$ cat src/rtl/booth_mul_arbiter_if.sv
// Bundle of requester, multiplier and response signals around the shared Booth multiplier.
interface booth_mul_arbiter_if #(
  parameter int unsigned WIDTH = 128,
  parameter int unsigned NREQ  = 4,
  parameter int unsigned IDW   = $clog2(NREQ)
);
  logic [NREQ-1:0]       req_valid;
  logic [NREQ*WIDTH-1:0] req_a;
  logic [NREQ*WIDTH-1:0] req_b;
  logic [NREQ-1:0]       req_ready;
  logic                  mul_ld;
  logic [WIDTH-1:0]      mul_a;
  logic [WIDTH-1:0]      mul_b;
  logic                  mul_done;
  logic [2*WIDTH-1:0]    mul_ab;
  logic                  rsp_valid;
  logic [IDW-1:0]        rsp_id;
  logic [2*WIDTH-1:0]    rsp_ab;
  logic                  rsp_ready;
  logic                  busy;

  // Arbiter side.
  modport slave (
    input  req_valid, req_a, req_b, mul_done, mul_ab, rsp_ready,
    output req_ready, mul_ld, mul_a, mul_b, rsp_valid, rsp_id, rsp_ab, busy
  );

  // Requesters, multiplier and response consumer side.
  modport master (
    output req_valid, req_a, req_b, mul_done, mul_ab, rsp_ready,
    input  req_ready, mul_ld, mul_a, mul_b, rsp_valid, rsp_id, rsp_ab, busy
  );
endinterface

$ cat src/rtl/booth_mul_arbiter.sv
// Round-robin arbiter sharing one variable-latency Booth multiplier between NREQ requesters.
// One job in flight at a time; the product is returned tagged with the owner's index.
module booth_mul_arbiter #(
  parameter int unsigned WIDTH = 128,
  parameter int unsigned NREQ  = 4
) (
  input logic                clk,
  input logic                reset,
  booth_mul_arbiter_if.slave bus
);
  localparam int unsigned IDW = $clog2(NREQ);

  typedef enum logic [1:0] {StIdle, StLoad, StWait, StResp} state_e;

  state_e               state_q, state_d;
  logic [IDW-1:0]       last_q, last_d;
  logic [IDW-1:0]       rsp_id_q, rsp_id_d;
  logic [WIDTH-1:0]     mul_a_q, mul_a_d;
  logic [WIDTH-1:0]     mul_b_q, mul_b_d;
  logic [2*WIDTH-1:0]   rsp_ab_q, rsp_ab_d;

  logic                 grant_vld;
  logic [IDW-1:0]       grant_idx;
  logic [NREQ-1:0]      grant_oh;

  // Round-robin pick: first valid requester starting just after the last grant.
  always_comb begin
    logic [IDW-1:0] idx;
    grant_vld = 1'b0;
    grant_idx = '0;
    idx       = '0;
    for (int unsigned k = 1; k <= NREQ; k++) begin
      idx = IDW'((32'(last_q) + k) % NREQ);
      if (!grant_vld && bus.req_valid[idx]) begin
        grant_vld = 1'b1;
        grant_idx = idx;
      end
    end
  end

  assign grant_oh = grant_vld ? (NREQ'(1) << grant_idx) : '0;

  // Next-state and datapath capture for the IDLE/LOAD/WAIT/RESP job sequence.
  always_comb begin
    state_d  = state_q;
    last_d   = last_q;
    rsp_id_d = rsp_id_q;
    mul_a_d  = mul_a_q;
    mul_b_d  = mul_b_q;
    rsp_ab_d = rsp_ab_q;
    unique case (state_q)
      StIdle: begin
        if (grant_vld) begin
          mul_a_d  = bus.req_a[grant_idx*WIDTH +: WIDTH];
          mul_b_d  = bus.req_b[grant_idx*WIDTH +: WIDTH];
          rsp_id_d = grant_idx;
          last_d   = grant_idx;
          state_d  = StLoad;
        end
      end
      // mul_done may still be high from the previous job here, so it is not looked at.
      StLoad: state_d = StWait;
      StWait: begin
        if (bus.mul_done) begin
          rsp_ab_d = bus.mul_ab;
          state_d  = StResp;
        end
      end
      StResp: begin
        if (bus.rsp_ready) state_d = StIdle;
      end
      default: state_d = StIdle;
    endcase
  end

  // State and datapath registers; reset also restarts the round-robin at requester 0.
  always_ff @(posedge clk or posedge reset) begin
    if (reset) begin
      state_q  <= StIdle;
      last_q   <= IDW'(NREQ - 1);
      rsp_id_q <= '0;
      mul_a_q  <= '0;
      mul_b_q  <= '0;
      rsp_ab_q <= '0;
    end else begin
      state_q  <= state_d;
      last_q   <= last_d;
      rsp_id_q <= rsp_id_d;
      mul_a_q  <= mul_a_d;
      mul_b_q  <= mul_b_d;
      rsp_ab_q <= rsp_ab_d;
    end
  end

  assign bus.req_ready = (state_q == StIdle) ? grant_oh : '0;
  assign bus.mul_ld    = (state_q == StLoad);
  assign bus.rsp_valid = (state_q == StResp);
  assign bus.busy      = (state_q != StIdle);
  assign bus.mul_a     = mul_a_q;
  assign bus.mul_b     = mul_b_q;
  assign bus.rsp_id    = rsp_id_q;
  assign bus.rsp_ab    = rsp_ab_q;
endmodule

$ cat src/flat_wrapper.sv
// flat-port wrapper written by rule: the top's interface ports become plain ports
module booth_mul_arbiter_flat 
#(
  parameter int unsigned WIDTH = 128,
  parameter int unsigned NREQ  = 4
)
  (clk, reset, bus_req_valid, bus_req_a, bus_req_b, bus_mul_done, bus_mul_ab, bus_rsp_ready, bus_req_ready, bus_mul_ld, bus_mul_a, bus_mul_b, bus_rsp_valid, bus_rsp_id, bus_rsp_ab, bus_busy);
  booth_mul_arbiter_if #(.WIDTH(WIDTH), .NREQ(NREQ)) bus_i ();
  input logic clk;
  input logic reset;
  input wire logic [$bits(bus_i.req_valid)-1:0] bus_req_valid;
  input wire logic [$bits(bus_i.req_a)-1:0] bus_req_a;
  input wire logic [$bits(bus_i.req_b)-1:0] bus_req_b;
  input wire logic [$bits(bus_i.mul_done)-1:0] bus_mul_done;
  input wire logic [$bits(bus_i.mul_ab)-1:0] bus_mul_ab;
  input wire logic [$bits(bus_i.rsp_ready)-1:0] bus_rsp_ready;
  output wire logic [$bits(bus_i.req_ready)-1:0] bus_req_ready;
  output wire logic [$bits(bus_i.mul_ld)-1:0] bus_mul_ld;
  output wire logic [$bits(bus_i.mul_a)-1:0] bus_mul_a;
  output wire logic [$bits(bus_i.mul_b)-1:0] bus_mul_b;
  output wire logic [$bits(bus_i.rsp_valid)-1:0] bus_rsp_valid;
  output wire logic [$bits(bus_i.rsp_id)-1:0] bus_rsp_id;
  output wire logic [$bits(bus_i.rsp_ab)-1:0] bus_rsp_ab;
  output wire logic [$bits(bus_i.busy)-1:0] bus_busy;
  assign bus_i.req_valid = bus_req_valid;
  assign bus_i.req_a = bus_req_a;
  assign bus_i.req_b = bus_req_b;
  assign bus_i.mul_done = bus_mul_done;
  assign bus_i.mul_ab = bus_mul_ab;
  assign bus_i.rsp_ready = bus_rsp_ready;
  assign bus_req_ready = bus_i.req_ready;
  assign bus_mul_ld = bus_i.mul_ld;
  assign bus_mul_a = bus_i.mul_a;
  assign bus_mul_b = bus_i.mul_b;
  assign bus_rsp_valid = bus_i.rsp_valid;
  assign bus_rsp_id = bus_i.rsp_id;
  assign bus_rsp_ab = bus_i.rsp_ab;
  assign bus_busy = bus_i.busy;
  booth_mul_arbiter #(.WIDTH(WIDTH), .NREQ(NREQ)) u_core (.clk(clk), .reset(reset), .bus(bus_i));
endmodule
$ cat config.mk
export PLATFORM = sky130hd
export DESIGN_NAME = booth_mul_arbiter_flat
export DESIGN_NICKNAME = d
export VERILOG_FILES = /design/src/rtl/booth_mul_arbiter_if.sv /design/src/rtl/booth_mul_arbiter.sv /design/src/flat_wrapper.sv
export SDC_FILE = /design/constraint.sdc
export NUM_CORES = 1
export LEC_CHECK = 0
export ABC_CLOCK_PERIOD_IN_PS = 20500
export CORE_AREA = 2 2 697 699
export CTS_BUF_LIST = sky130_fd_sc_hd__clkbuf_4 sky130_fd_sc_hd__clkbuf_8
export DETAILED_ROUTE_END_ITERATION = 16
export DIE_AREA = 0 0 699 701
export SLEW_MARGIN = 30
export SYNTH_ARGS = -nofsm -noshare
export SYNTH_HDL_FRONTEND = slang
export SYNTH_SLANG_ARGS = --single-unit
$ cat constraint.sdc
create_clock -name clk -period 20.5 [get_ports clk]
set_input_delay 2.05 -clock clk [delete_from_list [all_inputs] [get_ports clk]]
set_output_delay 2.05 -clock clk [all_outputs]
set_load 0.01 [all_outputs]
==> reports/qor.yml, run 1 <==
status: "complete, no violations"
design.die.area_sq_mm: 0.490
cts_made_buffers: 138
hold_viol: 0
ys_types: 37
swShare_pct: 50.4
maxSlewViolCount: 0
critPathCaptureType: "output port"
wl_per_cell_um: 39.8
ys_seq_area_share_pct: 47.1
p_leak_nw: 20.1
min-delay-start: "u_core.bus.rsp_ab[69]"
fin_nets: 5455
io_buffers: 1808
tightest_slew_ns: 1.09
clock.fmax_mhz: 130
regToRegSetupSlack_ns: 14.90
dp_hpwl_mm: 379
grt_max_degree: 141
post_cts_resized: 0
startpoint_type: "input port"
crit_path_top_delay_cell: "clkdlybuf4s50_1"
syn2layout_area_growth_pct: 106
ys_seq_elements: 518
synth_top_area_share_pct: 46.9
synth_common_cells: "dfrtp_1, o21ai_0, nor2_1, mux2i_1, mux2_2"
synth_area_leader_cell: "dfrtp_1"
syn_area_sq_mm: 0.0275
place_ws_ns: 12.27
h-tree-depth: 4
die_w_um: 699
yosysMostFrequentCell: "dfrtp_1"
max-vdd-ir-drop_v: 0.0000831
grt.overflow.total: 0
timing.rr.start: "u_core.last_q[1]"
grt_pass1_wl_mm: 502
cpPeakStageDelay_ns: 1.01
seq_power_share_pct: 21.6
cts_hold_buf: 0
hold-path-endpoint: "u_core.bus.rsp_ab[69]"
fillCellCount: 54976
clock_latency_ns: 0.97
clockPowerShare_pct: 17.7
crit_path_cell_trace: "clkdlybuf4s50_1, nand2_1, a21oi_1, o221a_4, and3_1, clkdlybuf4s50_1"
ant_nets: 0
p_switching_mw: 4.54
grt_setup_unrepaired: "false"
synthArstFlopShare_pct: 100
crit_type: "in2out"
row_count: 255
p_int_mw: 4.47
ys.flop_type: "dfrtp_1"
num_vias: 32261
clockBufferDepth: 4
die_h_um: 701
start_util_pct: 5.72
yosys_warnings: 0
drc: 0
final-setup-viol-count: 0
synth_edf_count: 0
tritoncts: "built"
syn_avg_cell_area_sq_um: 11.7
viasPerCell: 2.97
cellPowerDensity_mw_per_mm2: 159
critical-path-top-cell-by-count: "clkdlybuf4s50_1"
r2r_cells: 10
drt-total-wl_mm: 431
slew_headroom_pct: 27.0
io_pins: 1809
antenna_found_initial: 390
grt_pass1_vias: 31443
tns_ns: 0
cts-root-buf: "clkbuf_8"
drive_above_1_share_pct: 20.0
cts_sinks: 518
r2r_end: "u_core.bus.mul_b[14]"
critical_path_required_ns: 18.45
holdCritPathClass: "reg2reg"
gp_congestion: 1.10
final.setup_skew_ns: 0.0779
worst_slack_ns: 12.80
synth_top_cells_by_area: "dfrtp_1, mux2_2, mux2i_1"
clk_pin_slew_ns: 0.06
drv_cap: 0
first_pass_iters: 5
drt_iter0_markers: 2800
power_frac_comb_pct: 60.6
track_usage_pct: 16.9
worstPathArrival_ns: 5.65
period_share_pct: 37.6
hold_depth: 1
core_sq_mm: 0.482
syn-num-nets: 3640
synth_cells: 2348
post_cts_buffers: 0
cp_max_fo: 21
min_period_ns: 7.70
[cell type report]
class	count	area [sq um]	share of cell area, %
Timing Repair Buffer	1908	18900	33.3
Multi-Input combinational cell	1589	13500	23.7
Sequential cell	518	13000	22.9
Tap cell	6425	8040	14.2
Clock buffer	211	2620	4.62
Antenna cell	159	398	0.701
Clock inverter	28	335	0.591
Inverter	8	37.5	0.0662
[metal layers]
metal / global-route usage [%] / vias to the layer above / wire [um]
met3: 8.45 / 888 / 50100
met5: 0 / - / 1030
met1: 17.4 / 15952 / 151000
li1: - / 12876 / -
met4: 7.41 / 128 / 23000
met2: 28.8 / 2417 / 207000
[logic make-up after synthesis]
| family | count (synthesis) | synth area share [%] |
|---|---|---|
| XOR/XNOR | 1 | 0.0591 |
| adder cells (fa/ha/maj) | 4 | 0.182 |
| AO/OA/AOI/OAI | 789 | 23.6 |
| multiplexers | 513 | 19.8 |
| flip-flops | 518 | 47.1 |
| buffers and inverters | 241 | 5.17 |
| AND/OR/NAND/NOR | 282 | 4.08 |
[flip-flops by register name, indices dropped and copies added, names as in the netlist]
register           count
u_core.bus.rsp_ab    256
u_core.bus.mul_a     128
u_core.bus.mul_b     128
u_core.bus.rsp_id      2
u_core.last_q          2
u_core.state_q         2
[per-stage QoR]
stage | total power [mW] | instance area, sq um | std cells | utilization [%] | hold slack, ns
finish | 9.00 | 56700 | 10846 | 11.8 | 0.501
global route | 9.44 | 56600 | 10809 | 11.8 | 0.512
CTS | 9.24 | 56300 | 10687 | 11.7 | 0.500
detailed placement | 7.54 | 53400 | 10448 | 11.1 | 0.487
global placement | 7.51 | 53100 | 10436 | 11.0 | 0.471
floorplan | 3.92 | 27500 | 2348 | - | 0.516
[critical path: cells and delay by family]
kind                   cells  cell delay [ns]
buffers and inverters      2             1.88
and+or+nand+nor            2             0.86
AOI/OAI and AO/OA          2             0.81
[power groups by stage]
stage / Sequential, mW / Combinational [mW] / Clock (mW)
after floorplan: 2.06 / 1.86 / 0
after global placement: 1.93 / 5.58 / 0
after detailed placement: 1.95 / 5.59 / 0
after CTS: 1.95 / 5.61 / 1.68
after global routing: 2.01 / 5.72 / 1.71
final: 1.95 / 5.46 / 1.59
[how the worst max path moves through the flow]
stage | from | depth (start not counted) | to
detailed placement | bus_req_valid[0] | 11 | u_core.bus.mul_b[14]
global route | bus_req_valid[0] | 6 | bus_req_ready[2]
floorplan | reset | 1 | u_core.bus.mul_a[0]
CTS | bus_req_valid[0] | 6 | bus_req_ready[2]
finish | bus_req_valid[0] | 6 | bus_req_ready[2]
global placement | bus_req_valid[0] | 11 | u_core.bus.mul_b[19]
[layout by cell type, fill, tap and decap left out, types with 3 or more instances in the layout]
cell type | Yosys | layout
a21oi_1 | 6 | 6
a221oi_1 | 158 | 138
a221oi_2 | 100 | 116
a221oi_4 | 0 | 4
buf_12 | 0 | 3
buf_2 | 57 | 9
buf_4 | 27 | 89
buf_6 | 16 | 5
bufinv_16 | 0 | 5
clkbuf_4 | 0 | 45
clkbuf_8 | 0 | 166
clkdlybuf4s50_1 | 0 | 1802
clkinv_2 | 0 | 13
clkinv_8 | 0 | 3
dfrtp_1 | 516 | 516
diode_2 | 0 | 159
ha_1 | 4 | 4
inv_1 | 8 | 7
inv_8 | 0 | 3
mux2_2 | 256 | 256
mux2i_1 | 257 | 240
mux2i_2 | 0 | 16
nand2_1 | 7 | 6
nor2_1 | 259 | 259
o21ai_0 | 261 | 261
o22ai_1 | 157 | 157
o22ai_2 | 99 | 99
Power figures use the tool's default switching activity.
==> run 2: changes to the inputs <==
- ABC_CLOCK_PERIOD_IN_PS: 20500 -> 8000
- clock period: 20.5 -> 8 ns (I/O delays scaled with it)
==> run 2 against run 1 <==
Effect of this change:
- utilization grew 0.053 points
- register-to-register slack lost 11 ns
- combinational power rose to 2.5 times the previous value
- clock skew increased by 0.030 ns
- wire length is 1.9% lower
- worst hold slack lost 0.20 ns
- total power grew to 2.6 times the previous value
- clock-buffer cell count decreased by 21
- clock power rose to 2.6 times the previous value
- highest routed layer unchanged
- sequential power increased to 2.5 times the previous value
- global-route usage shrank 0.32 points
- largest power group unchanged
- flip-flop and latch count stayed put
==> reports/qor.yml, run 2 (synthesized netlist as in run 1, its figures left out) <==
status: "complete, no violations"
clock_latency_ns: 0.95
critical_path_required_ns: 7.20
crit_path_cell_trace: "clkdlybuf4s50_1, nand2_1, a21oi_1, o221a_4, buf_12, nor3_1, clkdlybuf4s50_1"
cts_sinks: 518
clk_pin_slew_ns: 0.06
slew_headroom_pct: 29.8
core_sq_mm: 0.482
ant_nets: 0
hold_ws_ns: 0.303
clock.fmax_mhz: 190
grtUsageMet1_pct: 17.4
crit_path_top_delay_cell: "clkdlybuf4s50_1"
use_met3_pct: 8.73
critPathLaunch: "bus_req_valid[0]"
grt_setup_unrepaired: "false"
maxSlewViolCount: 0
place_ws_ns: 2.53
tritoncts: "built"
critPathCaptureType: "output port"
grt_pass1_wl_mm: 494
grt_pass1_vias: 31114
grt.overflow.total: 0
viasPerCell: 2.97
row_count: 255
die_w_um: 699
final-setup-viol-count: 0
cts_made_buffers: 140
first_pass_iters: 7
cellPowerDensity_mw_per_mm2: 403
worst_slack_ns: 2.75
num_vias: 32242
fin_nets: 5467
regToRegSetupSlack_ns: 4.17
gp_congestion: 1.09
cp_max_fo: 83
multiInputGateArea_sq_mm: 0.0135
cts-root-buf: "clkbuf_8"
start_util_pct: 5.72
tightest_slew_ns: 1.05
die_h_um: 701
critical-path-top-cell-by-count: "clkdlybuf4s50_1"
post-route-util_pct: 11.8
syn2layout_area_growth_pct: 107
antenna_found_initial: 404
gr-max-usage-layer: "met2"
timing.rr.start: "u_core.last_q[0]"
cpPeakStageDelay_ns: 0.93
largest_reg_flops: 256
most-common-layout-cells: "clkdlybuf4s50_1, dfrtp_1, o21ai_0, nor2_1, mux2_2"
design.die.area_sq_mm: 0.490
max-vdd-ir-drop_v: 0.000213
final.setup_skew_ns: 0.108
hold_viol: 0
period_share_pct: 65.7
tns_ns: 0
final_common_cell: "clkdlybuf4s50_1"
worstPathArrival_ns: 4.45
drc: 0
post_cts_resized: 0
drt_iter0_markers: 2773
io_pins: 1809
crit_type: "in2out"
drt-total-wl_mm: 423
drive_above_1_share_pct: 20.2
drv_cap: 0
use_met2_pct: 27.8
fillCellCount: 55015
h-tree-depth: 4
dp_hpwl_mm: 368
wl_per_cell_um: 39.0
p_leak_nw: 20.2
seq_area_sq_mm: 0.0130
cts_hold_buf: 0
track_usage_pct: 16.6
grt_max_degree: 145
startpoint_type: "input port"
holdCritPathClass: "in2async"
min_period_ns: 5.25
clockBufferDepth: 4
post_cts_buffers: 0
io_buffers: 1808
[run 2: cell count changes in the layout (fill, tap and decap cells not counted), moves of 4 or more]
cell / before / now
buf_12: 3 / 19
bufinv_16: 5 / 9
clkbuf_4: 45 / 25
clkinv_2: 13 / 24
clkinvlp_4: 2 / 7
diode_2: 159 / 148
[run 2: metal layers]
metal  share of wire, %  vias up  wire length, um
met5               0.24        -             1010
met4                4.9      148            20800
met3                 12      902            50500
met2                 47     2425           200000
met1                 36    15860           151000
li1                   -    12907                -
[run 2: critical path: cells and delay by family]
| family | cells | cell delay, ns |
|---|---|---|
| buffers and inverters | 3 | 2.03 |
| AOI/OAI and AO/OA | 2 | 1.01 |
| and+or+nand+nor | 2 | 0.36 |
[run 2: area by class of cell]
type | count | area share [%]
clock buffer | 190 | 4.31
tap | 6425 | 14.1
inverter | 8 | 0.0593
antenna | 148 | 0.650
sequential | 518 | 22.7
clock inverter | 47 | 0.926
multi-input combinational | 1589 | 23.6
timing repair buffer | 1918 | 33.6
[run 2: through the flow]
step	instances	total power, mW	cell area, sq um
finish	10843	23.0	57000
global route	10798	24.2	56900
CTS	10693	23.6	56600
detailed placement	10456	19.2	53600
global placement	10441	19.1	53400
floorplan	2348	10.1	27500
[run 2: path summary, 6_finish.rpt]
kind | cells past startpoint | to
max reg2reg | 8 | u_core.bus.mul_b[66]
min | 3 | u_core.bus.rsp_ab[95]
min reg2reg | 2 | u_core.bus.rsp_id[1]
max in group asynchronous | 4 | u_core.bus.mul_b[66]
min in group clk | 2 | u_core.bus.rsp_ab[247]
max | 7 | bus_req_ready[3]
[run 2: where the power goes]
group          switching [mW]  internal, mW
clock network            1.87          2.29
registers               0.967          3.95
logic                    8.55          5.33
==> run 3: changes to the inputs <==
- ABC_CLOCK_PERIOD_IN_PS: 8000 -> 5090
- clock period: 8 -> 5.09 ns (I/O delays scaled with it)
==> run 3 against run 2 <==
Effect of this change:
- final cell count is 1.8% higher
- sequential power is 60% higher
- design area is 3.6% higher
- flip-flop and latch count stayed put
- total power is 61% higher
- utilization is 0.43 points higher
- register-to-register slack worse by 2.6 ns
- wire length is 1.7% higher
- first-iteration DRC count is 4.3% higher
- clock power is 64% higher
- clock-buffer cell count is 16 higher
- critical path depth is 1 lower
==> reports/qor.yml, run 3 (synthesized netlist as in run 1, its figures left out) <==
min_period_ns: 4.25
most-common-layout-cells: "clkdlybuf4s50_1, dfrtp_1, o21ai_0, nor2_1, mux2_2"
critPathCapture: "bus_req_ready[2]"
critPathLaunch: "bus_req_valid[0]"
cts-root-buf: "clkbuf_8"
wl_per_cell_um: 39.0
critical_path_required_ns: 4.58
status: "complete, no violations"
regToRegSetupSlack_ns: 1.61
die_w_um: 699
largest_reg_flops: 256
grt_pass1_wl_mm: 504
critPathCaptureType: "output port"
timing.rr.start: "u_core.last_q[0]"
drive_above_1_share_pct: 20.2
antenna_found_initial: 403
io_buffers: 1808
io_pins: 1809
syn2layout_area_growth_pct: 114
clockPowerShare_pct: 18.5
grt_pass1_vias: 32183
tns_ns: 0
grt.overflow.total: 0
viasPerCell: 3.00
track_usage_pct: 16.9
row_count: 255
drv_cap: 0
top_layer: "met5"
gp_congestion: 1.10
hold_ws_ns: 0.173
holdCritPathClass: "in2reg"
cts_made_buffers: 142
dp_hpwl_mm: 377
drt-total-wl_mm: 430
cts_sinks: 518
seq_power_share_pct: 21.3
drc: 0
final_common_cell: "clkdlybuf4s50_1"
clockBufferDepth: 4
maxSlewViolCount: 0
start_util_pct: 5.72
worstPathArrival_ns: 3.74
tritoncts: "built"
slew_headroom_pct: 10.8
power_frac_comb_pct: 60.2
p_switching_mw: 18.2
die_h_um: 701
first_pass_iters: 9
startpoint_type: "input port"
wl_met3_mm: 48.1
core_sq_mm: 0.482
h-tree-depth: 4
seq_area_sq_mm: 0.0130
fin_nets: 5667
fillCellCount: 54843
grt_setup_unrepaired: "false"
post_cts_buffers: 0
multiInputGateArea_sq_mm: 0.0134
period_share_pct: 83.5
r2r_cells: 6
cellPowerDensity_mw_per_mm2: 625
tightest_slew_ns: 1.34
hold_viol: 0
design.die.area_sq_mm: 0.490
final-setup-viol-count: 0
swShare_pct: 49.3
clk_pin_slew_ns: 0.05
clock.fmax_mhz: 235
r2r_end: "u_core.bus.mul_b[55]"
met1_length_mm: 157
crit_type: "in2out"
num_vias: 33120
wl_met2_mm: 204
cp_max_fo: 9
final.setup_skew_ns: 0.0588
p_leak_nw: 21.2
clock_latency_ns: 1.00
ant_nets: 0
p_int_mw: 18.7
grt_max_degree: 120
max-vdd-ir-drop_v: 0.000382
drt_iter0_markers: 2891
## run 3: changes by cell type in the layout (fill, tap and decap cells not counted), moves of 3 or more
cell / previous run / this run
a221oi_2: 114 / 118
a221oi_4: 5 / 1
buf_12: 19 / 31
buf_4: 87 / 116
bufinv_16: 9 / 12
clkbuf_4: 25 / 41
clkinv_2: 24 / 14
diode_2: 148 / 134
dlygate4sd3_1: 0 / 158
mux2i_1: 240 / 245
mux2i_2: 16 / 12
## run 3: metrics by stage
| step | power [mW] | worst slack, ns | cells | utilization (%) | area, sq um |
|---|---|---|---|---|---|
| final | 36.9 | 0.839 | 11035 | 12.3 | 59100 |
| after global routing | 38.7 | 0.580 | 10990 | 12.2 | 59000 |
| after CTS | 37.8 | 0.462 | 10897 | 12.2 | 58700 |
| after detailed placement | 30.4 | 0.593 | 10494 | 11.2 | 54000 |
| after global placement | 30.4 | 0.570 | 10489 | 11.2 | 53900 |
| after floorplan | 15.8 | -2.45 | 2348 | - | 27500 |
## run 3: layout make-up
cell class / count / share of cell area (%)
Antenna cell: 134 / 0.568
Clock buffer: 206 / 4.37
Clock inverter: 39 / 0.960
Inverter: 8 / 0.0572
Multi-Input combinational cell: 1589 / 22.7
Sequential cell: 518 / 21.9
Tap cell: 6425 / 13.6
Timing Repair Buffer: 2116 / 35.8
## run 3: what timing repair did
action,4_1_cts,5_1_grt
endpoints found under the hold margin,168,0
hold buffers,158,0
resized for setup,0,0
## run 3: worst min-delay path by stage
| stage | from | endpoint | slack, ns | depth (start not counted) |
|---|---|---|---|---|
| 6_report | bus_mul_ab[220] | u_core.bus.rsp_ab[220] | 0.17 | 2 |
| 5_1_grt | bus_mul_ab[198] | u_core.bus.rsp_ab[198] | 0.08 | 2 |
| 4_1_cts | bus_mul_ab[101] | u_core.bus.rsp_ab[101] | 0.001 | 2 |
| 3_5_place_dp | u_core.bus.rsp_id[1] | u_core.bus.rsp_id[1] | 0.49 | 2 |
| 3_3_place_gp | u_core.bus.rsp_id[1] | u_core.bus.rsp_id[1] | 0.47 | 2 |
| 2_1_floorplan | u_core.bus.rsp_id[1] | u_core.bus.rsp_id[1] | 0.52 | 2 |
## run 3: power groups by stage
stage               registers, mW  clock network (mW)  logic (mW)
floorplan                    8.30                   0        7.50
global placement             7.83                   0        22.6
detailed placement           7.89                   0        22.6
CTS                          7.87                7.21        22.8
global route                 8.12                7.28        23.3
finish                       7.88                6.83        22.2
## run 3: critical path: stages
cell and delay, ns:
clkdlybuf4s50_1 1.04, nand2_1 0.26, a21oi_1 0.29, o221a_4 0.36, and3_1 0.47, clkdlybuf4s50_1 0.75
## run 3: layer usage
metal	vias up	global-route usage (%)
li1	13318	-
met1	16331	18.1
met2	2446	28.4
met3	895	7.96
met4	130	6.90
met5	-	0
==> edit (flow settings as in run 3) <==
`WIDTH` is set to 128 in 3 places; all go to 132.
--- a/src/rtl/booth_mul_arbiter_if.sv
+++ b/src/rtl/booth_mul_arbiter_if.sv
@@ -1,6 +1,6 @@
 // Bundle of requester, multiplier and response signals around the shared Booth multiplier.
 interface booth_mul_arbiter_if #(
-  parameter int unsigned WIDTH = 128,
+  parameter int unsigned WIDTH = 132,
   parameter int unsigned NREQ  = 4,
   parameter int unsigned IDW   = $clog2(NREQ)
 );
--- a/src/rtl/booth_mul_arbiter.sv
+++ b/src/rtl/booth_mul_arbiter.sv
@@ -1,7 +1,7 @@
 // Round-robin arbiter sharing one variable-latency Booth multiplier between NREQ requesters.
 // One job in flight at a time; the product is returned tagged with the owner's index.
 module booth_mul_arbiter #(
-  parameter int unsigned WIDTH = 128,
+  parameter int unsigned WIDTH = 132,
   parameter int unsigned NREQ  = 4
 ) (
   input logic                clk,
--- a/src/flat_wrapper.sv
+++ b/src/flat_wrapper.sv
@@ -1,7 +1,7 @@
 // flat-port wrapper written by rule: the top's interface ports become plain ports
 module booth_mul_arbiter_flat 
 #(
-  parameter int unsigned WIDTH = 128,
+  parameter int unsigned WIDTH = 132,
   parameter int unsigned NREQ  = 4
 )
   (clk, reset, bus_req_valid, bus_req_a, bus_req_b, bus_mul_done, bus_mul_ab, bus_rsp_ready, bus_req_ready, bus_mul_ld, bus_mul_a, bus_mul_b, bus_rsp_valid, bus_rsp_id, bus_rsp_ab, bus_busy);
Ports: changed (6 resized); port bits go from 1809 to 1865. No check against the original RTL was run, so the function may have changed too.
==> edit against run 3 <==
  * Via count increased by 1.8%
  * Critical path depth decreased by 1
  * Setup slack improved by 0.23 ns
  * Sequential cell count increased by 16
  * Final area decreased by 3.6%
  * Combinational power decreased by 9%
  * Synthesized area decreased by 6.1%
  * Total power decreased by 5.0%
  * Global-route usage increased by 0.26 points
  * Routed wire length increased by 1.6%
  * Die area unchanged
==> edit: results (changes against run 3) <==
Finish
  – Layout cells sized above 1: 13.7% (-6.5 points)
  – Largest register FFs: 264 (+3.1%)
  – Nets: 5715 (+0.85%)

Synth
  – Post-synth top cells: dfrtp_1, nor2_1, nand2_1
  – Post-Synth XOR/XNOR Area: 0.0339% (-0.025 points)
  – Adder-Cell Fraction of Synth Area: 0.194% (+0.012 points)
  – Area contributors post-synth: dfrtp_1, mux2_2, a41oi_1
  – Synth warnings: 0 (unchanged)
  – Post-synthesis compound-gate area fraction: 23.7% (+0.075 points)
  – Yosys top cell area share: 51.5% (+4.6 points)
  – Syn nets: 3775 (+3.7%)
  – Multiplexer share of the synthesized area: 11.5% (-8.3 points)
  – Seq/Total Area, Yosys: 51.7% (+4.6 points)

Clock tree
  – H-Tree Depth: 4 (unchanged)
  – Worst-skew pair later-pin latency: 0.95 ns (-0.05 ns)
  – Post-CTS Setup Inserts: 0 (unchanged)
  – CTS Buf Count: 135 (-4.9%)
  – Maximum root-to-sink buffer count: 4 (unchanged)

Global routing
  – Global Route Usage Sum: 17.1% (+0.26 points)
  – Vias in the first global route: 32.5k (+0.95%)
  – Antenna violations before repair: 371 (-7.9%)
  – Largest net degree at the start of global routing: 114 (-5.0%)
  – First-pass GRT wire length: 512000 µm (+1.6%)

Hold path
  – Hold Path Cell Cnt: 3 (+1)
  – Hold WC Path Type: in -> reg
  – Min-delay src: bus_req_a[116]
  – Hold endpoint: u_core.bus.mul_a[116]$_DFFE_PP0P_

Timing
  – Worst Clk Skew: 0.102 ns (+0.0432 ns)
  – Slew at the pin closest to its max-slew limit: 1.34 ns (-0.00116 ns)
  – Peak Freq: 0.249 GHz (+5.7%)

Critical path
  – CP peak stage delay: 0.67 ns (-0.37 ns)
  – CP max FO: 13 (+4)
  – RR Endpoint: u_core.bus.mul_b[123]$_DFFE_PP0P_
  – FF-to-FF path depth: 5 (-1)
  – Slowest stage cell, crit path: dfstp_2
  – CP arrival: 3.51 ns (-0.23 ns)
  – Reg2reg start: u_core.last_q[1]$_DFFE_PP1P_
  – Reg2reg setup slack: 1.90 ns (+0.29 ns)

Pwr
  – Leak: 0.0194 µW (-8.4%)
  – Pint: 17700 µW (-5.3%)
  – Peak VDD IR: 0.319 mV (-16%)

Place
  – Place WS: 1.20 ns (+0.609 ns)
  – Post-DP HPWL: 386000 µm (+2.3%)
  – Final weighted congestion in routability-driven placement: 0.991 (-9.6%)
  – Port Buf Inserts: 1864 (+3.1%)

Detailed routing
  – First-pass DRT Iterations: 6 (-3)
  – Vias: 33.7k (+1.8%)
  – Starting DRT DRC Count: 3322 (+15%)
  – WL/cell: 39.5 µm (+1.4%)

Outcome
  – Run status: completed
## edit: worst max-delay path, delay by kind of cell, from the launching register on
| kind | cells | cell delay [ns] |
|---|---|---|
| AOI/OAI and AO/OA | 2 | 0.55 |
| buffers and inverters | 2 | 0.83 |
| DFF | 1 | 0.67 |
| and+or+nand+nor | 1 | 0.44 |
## edit: per-stage QoR
step | hold WS (ns) | instances | utilization, % | area (µm²) | power (µW)
after floorplan | 0.518 | 2443 | - | 25800 | 14500
after global placement | 0.459 | 10500 | 10.9 | 52300 | 29300
after detailed placement | 0.467 | 10500 | 10.9 | 52300 | 29200
after CTS | 0.000222 | 10900 | 11.7 | 56600 | 36100
after global routing | 0.0406 | 11000 | 11.8 | 56800 | 36800
final | 0.166 | 11100 | 11.8 | 56900 | 35000
## edit: kinds of logic (layout without fill, tap and decap cells)
group,count (synthesis),after routing
xor gates and xnor gates,1,1
DFF,534,534
muxes,264,264
other,0,157
and+or+nand+nor,549,549
buffers and inverters,276,2314
adders and majority gates,4,4
AOI/OAI and AO/OA,815,815
## edit: cell type report
type,count,area [µm²]
multi-input cells,1633,11300
flip-flops and latches,534,13400
inverters,9,37.5
fillers,55200,425000
clock buffers,196,2490
repair buffers,2070,20800
well taps,6425,8040
diodes,157,393
clock inverters,39,460
## edit: power by group through the flow
stage	sequential [µW]	combinational, µW	clock, µW
2_1_floorplan	8620	5840	0
3_3_place_gp	8300	21000	0
3_5_place_dp	8320	20900	0
4_1_cts	8310	21100	6690
5_1_grt	8550	21400	6820
6_report	8340	20300	6390
## edit: how the worst max path moves through the flow
stage	depth (start not counted)	end	from
finish	5	bus_req_ready[0]	u_core.last_q[0]$_DFFE_PP1P_
global route	5	bus_req_ready[0]	u_core.last_q[0]$_DFFE_PP1P_
CTS	5	bus_req_ready[0]	u_core.last_q[0]$_DFFE_PP1P_
detailed placement	6	bus_req_ready[0]	bus_req_valid[0]
global placement	6	bus_req_ready[0]	bus_req_valid[0]
floorplan	1	u_core.bus.mul_a[0]$_DFFE_PP0P_	reset
## edit: timing repair
action | 4_1_cts | 5_1_grt
hold buffers | 131 | 0
endpoints found under the hold margin | 134 | 0
resized for setup | 0 | 0
## edit: layer usage
layer,global-route usage (%),wire length (µm),share of wire (%),vias up
met1,18.8,160000,37,16900
li1,-,-,-,13500
met4,6.13,19700,4.5,122
met3,7.43,47500,11,898
met2,29.2,210000,48,2379
met5,0,826,0.19,-
